<file path="config.mk">
export PLATFORM = sky130hd
export DESIGN_NAME = signed_sum_accumulator_flat
export DESIGN_NICKNAME = d
export VERILOG_FILES = /design/src/rtl/signed_sum_accumulator_if.sv /design/src/rtl/signed_sum_accumulator.sv /design/src/flat_wrapper.sv
export SDC_FILE = /design/constraint.sdc
export NUM_CORES = 1
export LEC_CHECK = 0
export CAP_MARGIN = 30
export CORE_MARGIN = 8
export CORE_UTILIZATION = 49
export CTS_BUF_LIST = sky130_fd_sc_hd__clkbuf_4 sky130_fd_sc_hd__clkbuf_8 sky130_fd_sc_hd__clkbuf_16
export CTS_CLUSTER_DIAMETER = 30
export CTS_CLUSTER_SIZE = 20
export DETAILED_ROUTE_END_ITERATION = 10
export GPL_ROUTABILITY_DRIVEN = 0
export GPL_TIMING_DRIVEN = 1
export PLACE_DENSITY = 0.76
export SETUP_SLACK_MARGIN = 0.3
export SLEW_MARGIN = 25
export SYNTH_ARGS = -nofsm -noshare
export SYNTH_HDL_FRONTEND = slang
export SYNTH_SLANG_ARGS = --single-unit
</file>
<file path="constraint.sdc">
create_clock -name clk -period 2.32 [get_ports clk]
set_clock_uncertainty 0.2 [all_clocks]
set_input_delay 0.696 -clock clk [delete_from_list [all_inputs] [get_ports clk]]
set_output_delay 0.696 -clock clk [all_outputs]
set_load 0.005 [all_outputs]
</file>
<file path="src/rtl/signed_sum_accumulator_if.sv">
// Stream bundle for the signed sum accumulator: sample input channel and
// block-total output channel, each with a valid/ready handshake.
interface signed_sum_accumulator_if #(
  parameter int WLin  = 3,
  parameter int WLout = 5
);
  logic signed [WLin-1:0]  in_data;
  logic                    in_valid;
  logic                    in_ready;
  logic signed [WLout-1:0] out_data;
  logic                    out_valid;
  logic                    out_ready;
  logic                    out_sat;

  modport master (
    output in_data, in_valid, out_ready,
    input  in_ready, out_data, out_valid, out_sat
  );

  modport slave (
    input  in_data, in_valid, out_ready,
    output in_ready, out_data, out_valid, out_sat
  );
endinterface

</file>
<file path="src/rtl/signed_sum_accumulator.sv">
// Accumulates NSAMP signed samples per block and presents the saturated block
// total on a registered valid/ready output; one block in flight at a time.
module signed_sum_accumulator #(
  parameter int WLin  = 3,
  parameter int NSAMP = 4,
  parameter int WLout = 5,
  parameter int WLacc = WLin + $clog2(NSAMP)
) (
  input  logic                    clk,
  input  logic                    rst_n,
  input  logic                    clr,
  signed_sum_accumulator_if.slave bus
);

  localparam int CNT_W = $clog2(NSAMP);
  // One guard bit above the wider of the two widths keeps the limit compare exact.
  localparam int WX = ((WLacc > WLout) ? WLacc : WLout) + 1;
  localparam logic signed [WX-1:0] ONE    = {{(WX-1){1'b0}}, 1'b1};
  localparam logic signed [WX-1:0] SAT_HI = (ONE <<< (WLout-1)) - ONE;
  localparam logic signed [WX-1:0] SAT_LO = ~SAT_HI;
  localparam logic [CNT_W-1:0]     LAST   = CNT_W'(NSAMP-1);

  typedef enum logic {ST_ACC, ST_HOLD} state_t;

  function automatic logic signed [WLout-1:0] sat_val(input logic signed [WLacc-1:0] s);
    logic signed [WX-1:0] sx;
    sx = WX'(s);
    if (sx > SAT_HI)      return SAT_HI[WLout-1:0];
    else if (sx < SAT_LO) return SAT_LO[WLout-1:0];
    else                  return sx[WLout-1:0];
  endfunction

  function automatic logic sat_flag(input logic signed [WLacc-1:0] s);
    logic signed [WX-1:0] sx;
    sx = WX'(s);
    return (sx > SAT_HI) || (sx < SAT_LO);
  endfunction

  state_t                  state_q, state_d;
  logic signed [WLacc-1:0] acc_q, acc_d, sum;
  logic [CNT_W-1:0]        cnt_q, cnt_d;
  logic                    in_ready_q, in_ready_d;
  logic signed [WLout-1:0] out_data_q, out_data_d;
  logic                    out_valid_q, out_valid_d;
  logic                    out_sat_q, out_sat_d;

  always_comb begin
    state_d     = state_q;
    acc_d       = acc_q;
    cnt_d       = cnt_q;
    in_ready_d  = in_ready_q;
    out_data_d  = out_data_q;
    out_valid_d = out_valid_q;
    out_sat_d   = out_sat_q;
    sum         = acc_q + WLacc'(bus.in_data);

    if (clr) begin
      state_d     = ST_ACC;
      acc_d       = '0;
      cnt_d       = '0;
      in_ready_d  = 1'b1;
      out_valid_d = 1'b0;
      out_sat_d   = 1'b0;
    end else begin
      case (state_q)
        ST_ACC: begin
          // in_ready_q is low only for the first cycle after reset release.
          in_ready_d = 1'b1;
          if (bus.in_valid && in_ready_q) begin
            if (cnt_q == LAST) begin
              out_data_d  = sat_val(sum);
              out_sat_d   = sat_flag(sum);
              out_valid_d = 1'b1;
              in_ready_d  = 1'b0;
              state_d     = ST_HOLD;
              acc_d       = '0;
              cnt_d       = '0;
            end else begin
              acc_d = sum;
              cnt_d = cnt_q + CNT_W'(1);
            end
          end
        end
        ST_HOLD: begin
          in_ready_d = 1'b0;
          if (out_valid_q && bus.out_ready) begin
            out_valid_d = 1'b0;
            in_ready_d  = 1'b1;
            state_d     = ST_ACC;
          end
        end
        default: state_d = ST_ACC;
      endcase
    end
  end

  always_ff @(posedge clk or negedge rst_n) begin
    if (!rst_n) begin
      state_q     <= ST_ACC;
      acc_q       <= '0;
      cnt_q       <= '0;
      in_ready_q  <= 1'b0;
      out_data_q  <= '0;
      out_valid_q <= 1'b0;
      out_sat_q   <= 1'b0;
    end else begin
      state_q     <= state_d;
      acc_q       <= acc_d;
      cnt_q       <= cnt_d;
      in_ready_q  <= in_ready_d;
      out_data_q  <= out_data_d;
      out_valid_q <= out_valid_d;
      out_sat_q   <= out_sat_d;
    end
  end

  assign bus.in_ready  = in_ready_q;
  assign bus.out_data  = out_data_q;
  assign bus.out_valid = out_valid_q;
  assign bus.out_sat   = out_sat_q;

endmodule
</file>
<file path="src/flat_wrapper.sv">
// flat-port wrapper written by rule: the top's interface ports become plain ports
module signed_sum_accumulator_flat 
#(
  parameter int WLin  = 3,
  parameter int NSAMP = 4,
  parameter int WLout = 5,
  parameter int WLacc = WLin + $clog2(NSAMP)
)
  (clk, rst_n, clr, bus_in_data, bus_in_valid, bus_out_ready, bus_in_ready, bus_out_data, bus_out_valid, bus_out_sat);
  signed_sum_accumulator_if #(.WLin(WLin), .WLout(WLout)) bus_i ();
  input  logic clk;
  input  logic rst_n;
  input  logic clr;
  input wire logic [$bits(bus_i.in_data)-1:0] bus_in_data;
  input wire logic [$bits(bus_i.in_valid)-1:0] bus_in_valid;
  input wire logic [$bits(bus_i.out_ready)-1:0] bus_out_ready;
  output wire logic [$bits(bus_i.in_ready)-1:0] bus_in_ready;
  output wire logic [$bits(bus_i.out_data)-1:0] bus_out_data;
  output wire logic [$bits(bus_i.out_valid)-1:0] bus_out_valid;
  output wire logic [$bits(bus_i.out_sat)-1:0] bus_out_sat;
  assign bus_i.in_data = bus_in_data;
  assign bus_i.in_valid = bus_in_valid;
  assign bus_i.out_ready = bus_out_ready;
  assign bus_in_ready = bus_i.in_ready;
  assign bus_out_data = bus_i.out_data;
  assign bus_out_valid = bus_i.out_valid;
  assign bus_out_sat = bus_i.out_sat;
  signed_sum_accumulator #(.WLin(WLin), .NSAMP(NSAMP), .WLout(WLout), .WLacc(WLacc)) u_core (.clk(clk), .rst_n(rst_n), .clr(clr), .bus(bus_i));
endmodule
</file>
==> Flow_metrics.wiki, run 1 <==
{| class="wikitable"
! Metric !! Value
|-
| Run status || finished clean
|-
| Post-synth top area share || between 40% and 50%
|-
| Critical setup path kind || input port to flop
|-
| Count of flip-flops with a built-in enable after synthesis || 0
|-
| CTS Root Buffer Type || sky130_fd_sc_hd__clkbuf_4
|-
| Number of antenna violations at the first check in global routing || 0
|-
| Top-count cell post-synth || sky130_fd_sc_hd__dfrtp_1
|-
| Reported leakage power || approximately 0.58 nW
|-
| Area of the die || between 0.003 and 0.004 sq mm
|-
| Cell Area, Synth || 807 sq um
|-
| Unrepaired setup endpoints after global routing || true
|-
| Unique cell type count in the Yosys netlist || 24
|-
| Average wire per cell in the routed design || around 16 um
|-
| Setup TNS || 0 ns
|-
| Gate count after technology mapping || between 60 and 70
|-
| CTS Buf Count || 3
|-
| Total global routing overflow || 0
|-
| Crit Path Max Fanout || 3
|-
| Leading area contributor after synthesis || sky130_fd_sc_hd__dfrtp_1
|-
| Total number of yosys warnings || 0
|-
| Sequential element share of the synthesized area || just under 50%
|-
| Top area cells in the synthesized netlist || sky130_fd_sc_hd__dfrtp_1, sky130_fd_sc_hd__mux2_2, sky130_fd_sc_hd__ha_1
|-
| # setup viols final || 0
|-
| Mean instance size in the synthesized netlist || approximately 12 sq um
|-
| Buffers from clock root to sink, at most || 2
|-
| Post-detailed-placement cell area || around 0.0011 sq mm
|-
| Hold WC Path Type || flop to flop
|-
| Number of vias per cell after detailed routing || approximately 5.5
|-
| Vias in the first global route || between 700 and 800
|-
| Register cell area after layout || between 400 and 500 sq um
|-
| Gate power share || 30.0%
|-
| Maximum number of pins on one net before global-route repair || 17
|-
| Main synth FF type || sky130_fd_sc_hd__dfrtp_1
|-
| Clock transition time at the flip-flop clock pins of the worst setup and hold paths || 0.09 ns
|-
| Register bit total from synthesis || 16
|-
| Wirelength, routed || 1850 um
|-
| Internal power contribution || around 500 uW
|-
| Total routing usage reported by global routing || approximately an eighth
|-
| Required arrival time at the worst endpoint || 2.31 ns
|-
| Part of the total power dissipated in sequential elements || between 40% and 50%
|-
| Pwr dens || about 610 mW/mm^2
|-
| Synth cell count leaders || sky130_fd_sc_hd__dfrtp_1, sky130_fd_sc_hd__mux2_2, sky130_fd_sc_hd__nand2_1
|-
| Total number of vias || between 600 and 700
|-
| Fmax || between 400 and 500 MHz
|-
| Clock sink count || 16
|-
| Reported net switching power || between 150 and 200 uW
|-
| Effective utilization at floorplan || about 53%
|-
| Final slew viol count || 0
|-
| Horizontal die dimension || approximately 57 um
|-
| Standard-cell rows || 14
|-
| Post-DP HPWL || approximately 1300 um
|-
| Number of buffers added on ports || 15
|-
| Global-route wire length before repair || 3220 um
|-
| Asr flop ratio synth || 100%
|-
| Post-layout minimum cycle time || roughly 2.0 ns
|-
| Share of the cycle needed by the critical path after routing || between 80% and 90%
|-
| Floorplan core area || 0.00152 sq mm
|-
| Clock latency of the later-clocked register in the worst-skew pair || slightly below 0.3 ns
|-
| DRT Pass-1 Iters || 3
|-
| CTS H-Tree Depth || 1
|-
| Final hold viol count || 0
|-
| Total area of multi-input combinational cells || approximately 450 sq um
|-
| Die outline height || ~57 um
|-
| Reported max-cap violation count || 0
|-
| Number of ports placed on the die boundary || 16
|-
| Worst ir drop on vdd || 0.473 mV
|-
| Initial DRC Count || 6
|-
| Clock network power share || roughly 22%
|-
| Detailed-route DRC error count || 0
|-
| Crit path launch type || input port
|-
| Transition time of the tightest slew-check pin || ~0.34 ns
|-
| Layout cells sized above 1 || about 37%
|-
| Critical Path End Type || flop
|-
| Total nets after synthesis || 80
|-
| Hold buffer count at CTS || 0
|-
| Post-layout instance area || roughly 0.0011 sq mm
|-
| Area growth syn-to-layout || 39.2%
|-
| Filler cells || 121
|-
| Relative max-transition margin || between 70% and 80%
|-
| CTS tree || done
|-
| Arr. time, crit path || ~2.0 ns
|-
| Number of nets with antenna violations after routing || 0
|-
| Final nets || 113
|-
| Share of total power consumed by net switching || roughly 28%
|-
| Antenna cell count || 0
|}
==> what timing repair did <==
item	in CTS	in global routing
gates resized for setup	21	2
pin swaps	4	1
setup endpoints to repair	16	6
buffers inserted	5	0
==> path summary, 6_finish.rpt <==
check | start | endpoint | slack, ns | cells after the start
min in group asynchronous | rst_n | u_core.acc_q[2] | 0.51 | 2
worst max register to register | u_core.acc_q[0] | u_core.bus.out_data[4] | 0.40 | 6
worst min register to register | u_core.bus.out_sat | u_core.bus.out_sat | 0.30 | 2
worst min-delay path | u_core.bus.out_sat | u_core.bus.out_sat | 0.30 | 2
max in group asynchronous | rst_n | u_core.bus.in_ready | 1.23 | 2
worst max-delay path | bus_in_data[0] | u_core.bus.out_data[4] | 0.32 | 7
==> cell usage in the layout, fill, tap and decap left out, types with 2 or more instances in the layout <==
cell type	count
sky130_fd_sc_hd__ha_1	3
sky130_fd_sc_hd__dlygate4sd2_1	8
sky130_fd_sc_hd__a21oi_2	2
sky130_fd_sc_hd__nand2_1	6
sky130_fd_sc_hd__a22o_1	4
sky130_fd_sc_hd__inv_1	3
sky130_fd_sc_hd__nand3_2	2
sky130_fd_sc_hd__mux2_2	6
sky130_fd_sc_hd__buf_2	2
sky130_fd_sc_hd__a21oi_1	2
sky130_fd_sc_hd__nor2_1	2
sky130_fd_sc_hd__and3_1	2
sky130_fd_sc_hd__buf_4	13
sky130_fd_sc_hd__ha_4	2
sky130_fd_sc_hd__clkbuf_4	3
sky130_fd_sc_hd__clkdlybuf4s50_1	4
sky130_fd_sc_hd__dfrtp_1	16
==> final cells by class <==
class | instances | area share (%)
multi-input combinational | 47 | 39.8
timing repair buffer | 28 | 19.8
sequential | 16 | 35.6
tap | 16 | 1.78
inverter | 3 | 1.00
clock buffer | 3 | 2.00
==> registers in the layout, indices dropped and copies added, names as in the netlist <==
| signal | flops |
|---|---|
| u_core.acc_q | 5 |
| u_core.bus.in_ready | 1 |
| u_core.bus.out_data | 5 |
| u_core.bus.out_sat | 1 |
| u_core.bus.out_valid | 1 |
| u_core.cnt_q | 2 |
| u_core.state_q | 1 |
==> critical path, stage by stage <==
cell and delay, ns:
sky130_fd_sc_hd__buf_2 0.12, sky130_fd_sc_hd__ha_4 0.16, sky130_fd_sc_hd__fa_2 0.34, sky130_fd_sc_hd__nand3_2 0.09, sky130_fd_sc_hd__and2_4 0.14, sky130_fd_sc_hd__xnor3_1 0.19
sky130_fd_sc_hd__mux2_2 0.26
==> kinds of logic after synthesis <==
kind of cell               count (synthesis)  synth area share [%]
and+or+nand+nor                           20                  14.4
adders and majority gates                  6                  10.2
xor gates and xnor gates                   3                  4.96
AOI/OAI and AO/OA                         12                  11.0
DFF                                       16                  49.6
buffers and inverters                      3                  1.40
muxes                                      6                  8.37
==> per-layer routing <==
metal | GRT usage, % | share of wire, % | routed length (um) | vias to the layer above
li1 | - | - | - | 303
met1 | 12.9 | 42 | 782 | 303
met2 | 21.8 | 50 | 918 | 15
met3 | 5.62 | 6.4 | 119 | 3
met4 | 6.19 | 1.6 | 29 | 0
met5 | 0 | 0 | 0 | -
==> metrics by stage <==
stage	instances	power, mW	worst slack [ns]	hold WS, ns	util (%)
floorplan	66	0.437	0.108	0.200	-
global placement	105	0.534	-0.408	0.287	69.7
global route	113	0.734	0.262	0.329	73.7
CTS	113	0.687	0.281	0.306	73.7
detailed placement	105	0.540	-0.442	0.293	69.7
finish	113	0.690	0.316	0.302	73.7
==> power by group through the flow <==
stage | Clock, mW | Sequential (mW) | Combinational, mW
6_report | 0.149 | 0.334 | 0.207
5_1_grt | 0.166 | 0.340 | 0.228
4_1_cts | 0.149 | 0.334 | 0.203
3_5_place_dp | 0 | 0.338 | 0.202
3_3_place_gp | 0 | 0.337 | 0.197
2_1_floorplan | 0 | 0.337 | 0.0991
No activity file was read; power rests on OpenSTA's default activity.
==> inputs of run 2 (changes only) <==
--- a/config.mk
+++ b/config.mk
@@ -16,6 +16,7 @@
 export GPL_TIMING_DRIVEN = 1
 export PLACE_DENSITY = 0.76
 export SETUP_SLACK_MARGIN = 0.3
+export SKIP_LAST_GASP = 1
 export SLEW_MARGIN = 25
 export SYNTH_ARGS = -nofsm -noshare
 export SYNTH_HDL_FRONTEND = slang
==> results of run 2 <==
Same layout as run 1: the final DEF is identical, and so are final timing and power.
==> RTL change: new RTL, settings of run 2 <==
`NSAMP` is set to 4 in 2 places; all go to 8.
--- a/src/rtl/signed_sum_accumulator.sv
+++ b/src/rtl/signed_sum_accumulator.sv
@@ -2,7 +2,7 @@
 // total on a registered valid/ready output; one block in flight at a time.
 module signed_sum_accumulator #(
   parameter int WLin  = 3,
-  parameter int NSAMP = 4,
+  parameter int NSAMP = 8,
   parameter int WLout = 5,
   parameter int WLacc = WLin + $clog2(NSAMP)
 ) (
--- a/src/flat_wrapper.sv
+++ b/src/flat_wrapper.sv
@@ -2,7 +2,7 @@
 module signed_sum_accumulator_flat 
 #(
   parameter int WLin  = 3,
-  parameter int NSAMP = 4,
+  parameter int NSAMP = 8,
   parameter int WLout = 5,
   parameter int WLacc = WLin + $clog2(NSAMP)
 )
Formal check against the unedited RTL: not equivalent (a bounded check fails within 10 cycles, from zero or initial values and one cycle with rst_n low).
==> RTL change against run 2 <==
- global-route usage rose by 2.2 points
- critical path type unchanged
- critical path depth stayed put
- clock power increased by 40%
- largest cell class unchanged
- routed wire length is 59% higher
- sequential power is 2% higher
- combinational power rose by 53%
- utilization is 2.3 points higher
- worst setup slack worse by 0.23 ns
- total power grew 26%
- cell area is 47% higher
- cell count up 68%
- sequential cell count grew 2
- area after synthesis rose by 37%
==> RTL change: results (changes against run 2) <==
global_routing:
  use_met1_pct: 16.7  # +3.8 points
  grt_use_met2_pct: 25.2  # +3.4 points
  antenna_found_initial: 0  # unchanged
  grt_pass1_wl_um: 4870  # +52%
  grtUsageTotal_pct: 15.0  # +2.2 points
  met3_usage_pct: 3.53  # -2.1 points
  grt_pass1_vias: 1091  # +52%
  grt_max_degree: 19  # +2
setup_path:
  slowest_delay_ns: 0.36  # +0.02 ns
  r2r_start: "u_core.acc_q[0]$_DFFE_PN0P_"
  slowest_stage: "fa_2"
  worstPathArrival_ns: 2.27  # +0.28 ns
  cpLargestDelayFamily: "compound AO/OA/AOI/OAI gates"
  path_max_fanout: 5  # +2
  rrSetupSlack_ns: 0.11  # -0.29 ns
  r2r-end: "u_core.bus.out_data[1]$_DFFE_PN0P_"
drt:
  route.top_layer_used: "met4"
  vias_per_cell: 5.58  # +1.1%
  dr_wl_met3_um: 161  # +35%
  met1_length_um: 1230  # +57%
  totalWireLength_um: 2950  # +59%
  dr.pass1.iters: 4  # +1
  drtIter0Drc: 34  # +28
  wl_met2_um: 1480  # +61%
placement:
  io_buffers: 15  # unchanged
  post-place-ws_ns: -0.666  # -0.223 ns
  place_area_mm2: 0.00148  # +39%
  place.detailed.hpwl_um: 2130  # +66%
cells_and_area:
  drive_above_1_share_pct: 38.3  # +1.2 points
  largest_register_ffs: 6
  nets: 179  # +58%
  fill_cells: 159  # +31%
  n_antenna_cell: 0  # unchanged
  top_register: "u_core.acc_q"
yosys:
  yosysUniqueCellTypes: 34  # +42%
  synth_common_cells: "dfrtp_1 (18), nor2_1 (15), nand2_1 (8), nor3_1 (8), ha_1 (7)"
  synth_nets: 130  # +63%
  yosysWarnings: 0  # unchanged
  synthArstFlopShare_pct: 100  # unchanged
  synth_area_leaders: "dfrtp_1 (41%), ha_1 (7.9%), nor2_1 (5.1%)"
  synth-seq-area-share_pct: 40.9  # -8.7 points
pwr:
  clock_power_mw: 0.208  # +40%
  p_seq_share_pct: 39.5  # -9.0 points
  p_seq_mw: 0.342  # +2%
  p_leak_nw: 0.772  # +33%
  vdd_drop_max_uv: 437  # -7.7%
  swShare_pct: 32.9  # +4.8 points
min_path:
  hold_end: "u_core.bus.out_data[2]$_DFFE_PN0P_"
  hold_path_startpoint: "u_core.bus.out_data[2]$_DFFE_PN0P_"
  whs_path_depth: 2  # unchanged
clocking:
  cts_root_buf: "clkbuf_4"
  cts-buffers-inserted: 3  # unchanged
  clk_pin_slew_ns: 0.11  # +0.02 ns
  clkLatencyLatePin_ns: 0.32  # +0.03 ns
  clock_path_buffers: 2  # unchanged
timing:
  worst_slew_pin_slew_ns: 0.400  # +0.0563 ns
  whs_ns: 0.302  # +0.000315 ns
status:
  status: "finished, final reports clean"
-- RTL change: cell types whose count changed after synthesis, sizes merged, moves of 4 or more --
cell,delta
nor3,+7
o211ai,+5
a22o,-4
nor2,+13
mux2,-6
xnor2,+4
o21ai,+7
-- RTL change: logic make-up (layout without fill, tap and decap cells) --
group,count (synthesis),in the layout,share of synthesized area [%]
buffers and inverters,8,56,3.40
adders and majority gates,8,8,9.76
and+or+nand+nor,43,43,20.5
xor gates and xnor gates,7,7,6.24
AOI/OAI and AO/OA,27,27,16.5
muxes,3,3,2.72
DFF,18,18,40.9
-- RTL change: worst max-delay path by stage --
stage	start	to	slack (ns)	depth (start not counted)
2_1_floorplan	bus_in_data[0]	u_core.bus.out_data[0]$_DFFE_PN0P_	-0.08	6
3_3_place_gp	bus_in_data[0]	u_core.bus.out_data[1]$_DFFE_PN0P_	-0.61	8
3_5_place_dp	bus_in_data[0]	u_core.bus.out_data[1]$_DFFE_PN0P_	-0.67	8
4_1_cts	bus_in_data[0]	u_core.bus.out_data[1]$_DFFE_PN0P_	0.07	7
5_1_grt	bus_in_data[0]	u_core.bus.out_data[0]$_DFFE_PN0P_	0.04	9
6_report	bus_in_data[0]	u_core.bus.out_data[1]$_DFFE_PN0P_	0.08	7
-- RTL change: area by class of cell --
class                      count  area, µm²  area share, %
timing repair buffer          47        372           22.5
sequential                    18        450           27.3
inverter                       5       18.8           1.14
multi-input combinational     88        738           44.7
tap                           28       35.0           2.12
clock buffer                   4       36.3           2.20
-- RTL change: metrics by stage --
step                      instances  TNS, ns
after floorplan                 114   -0.230
after global placement          175    -5.10
after detailed placement        175    -5.73
after CTS                       189        0
after global routing            190        0
final                           190        0
-- RTL change: timing repair --
item,CTS,global route
pin swaps,11,6
gates resized for setup,32,3
cloned,0,0
setup endpoints to repair,19,9
setup buffers,10,1
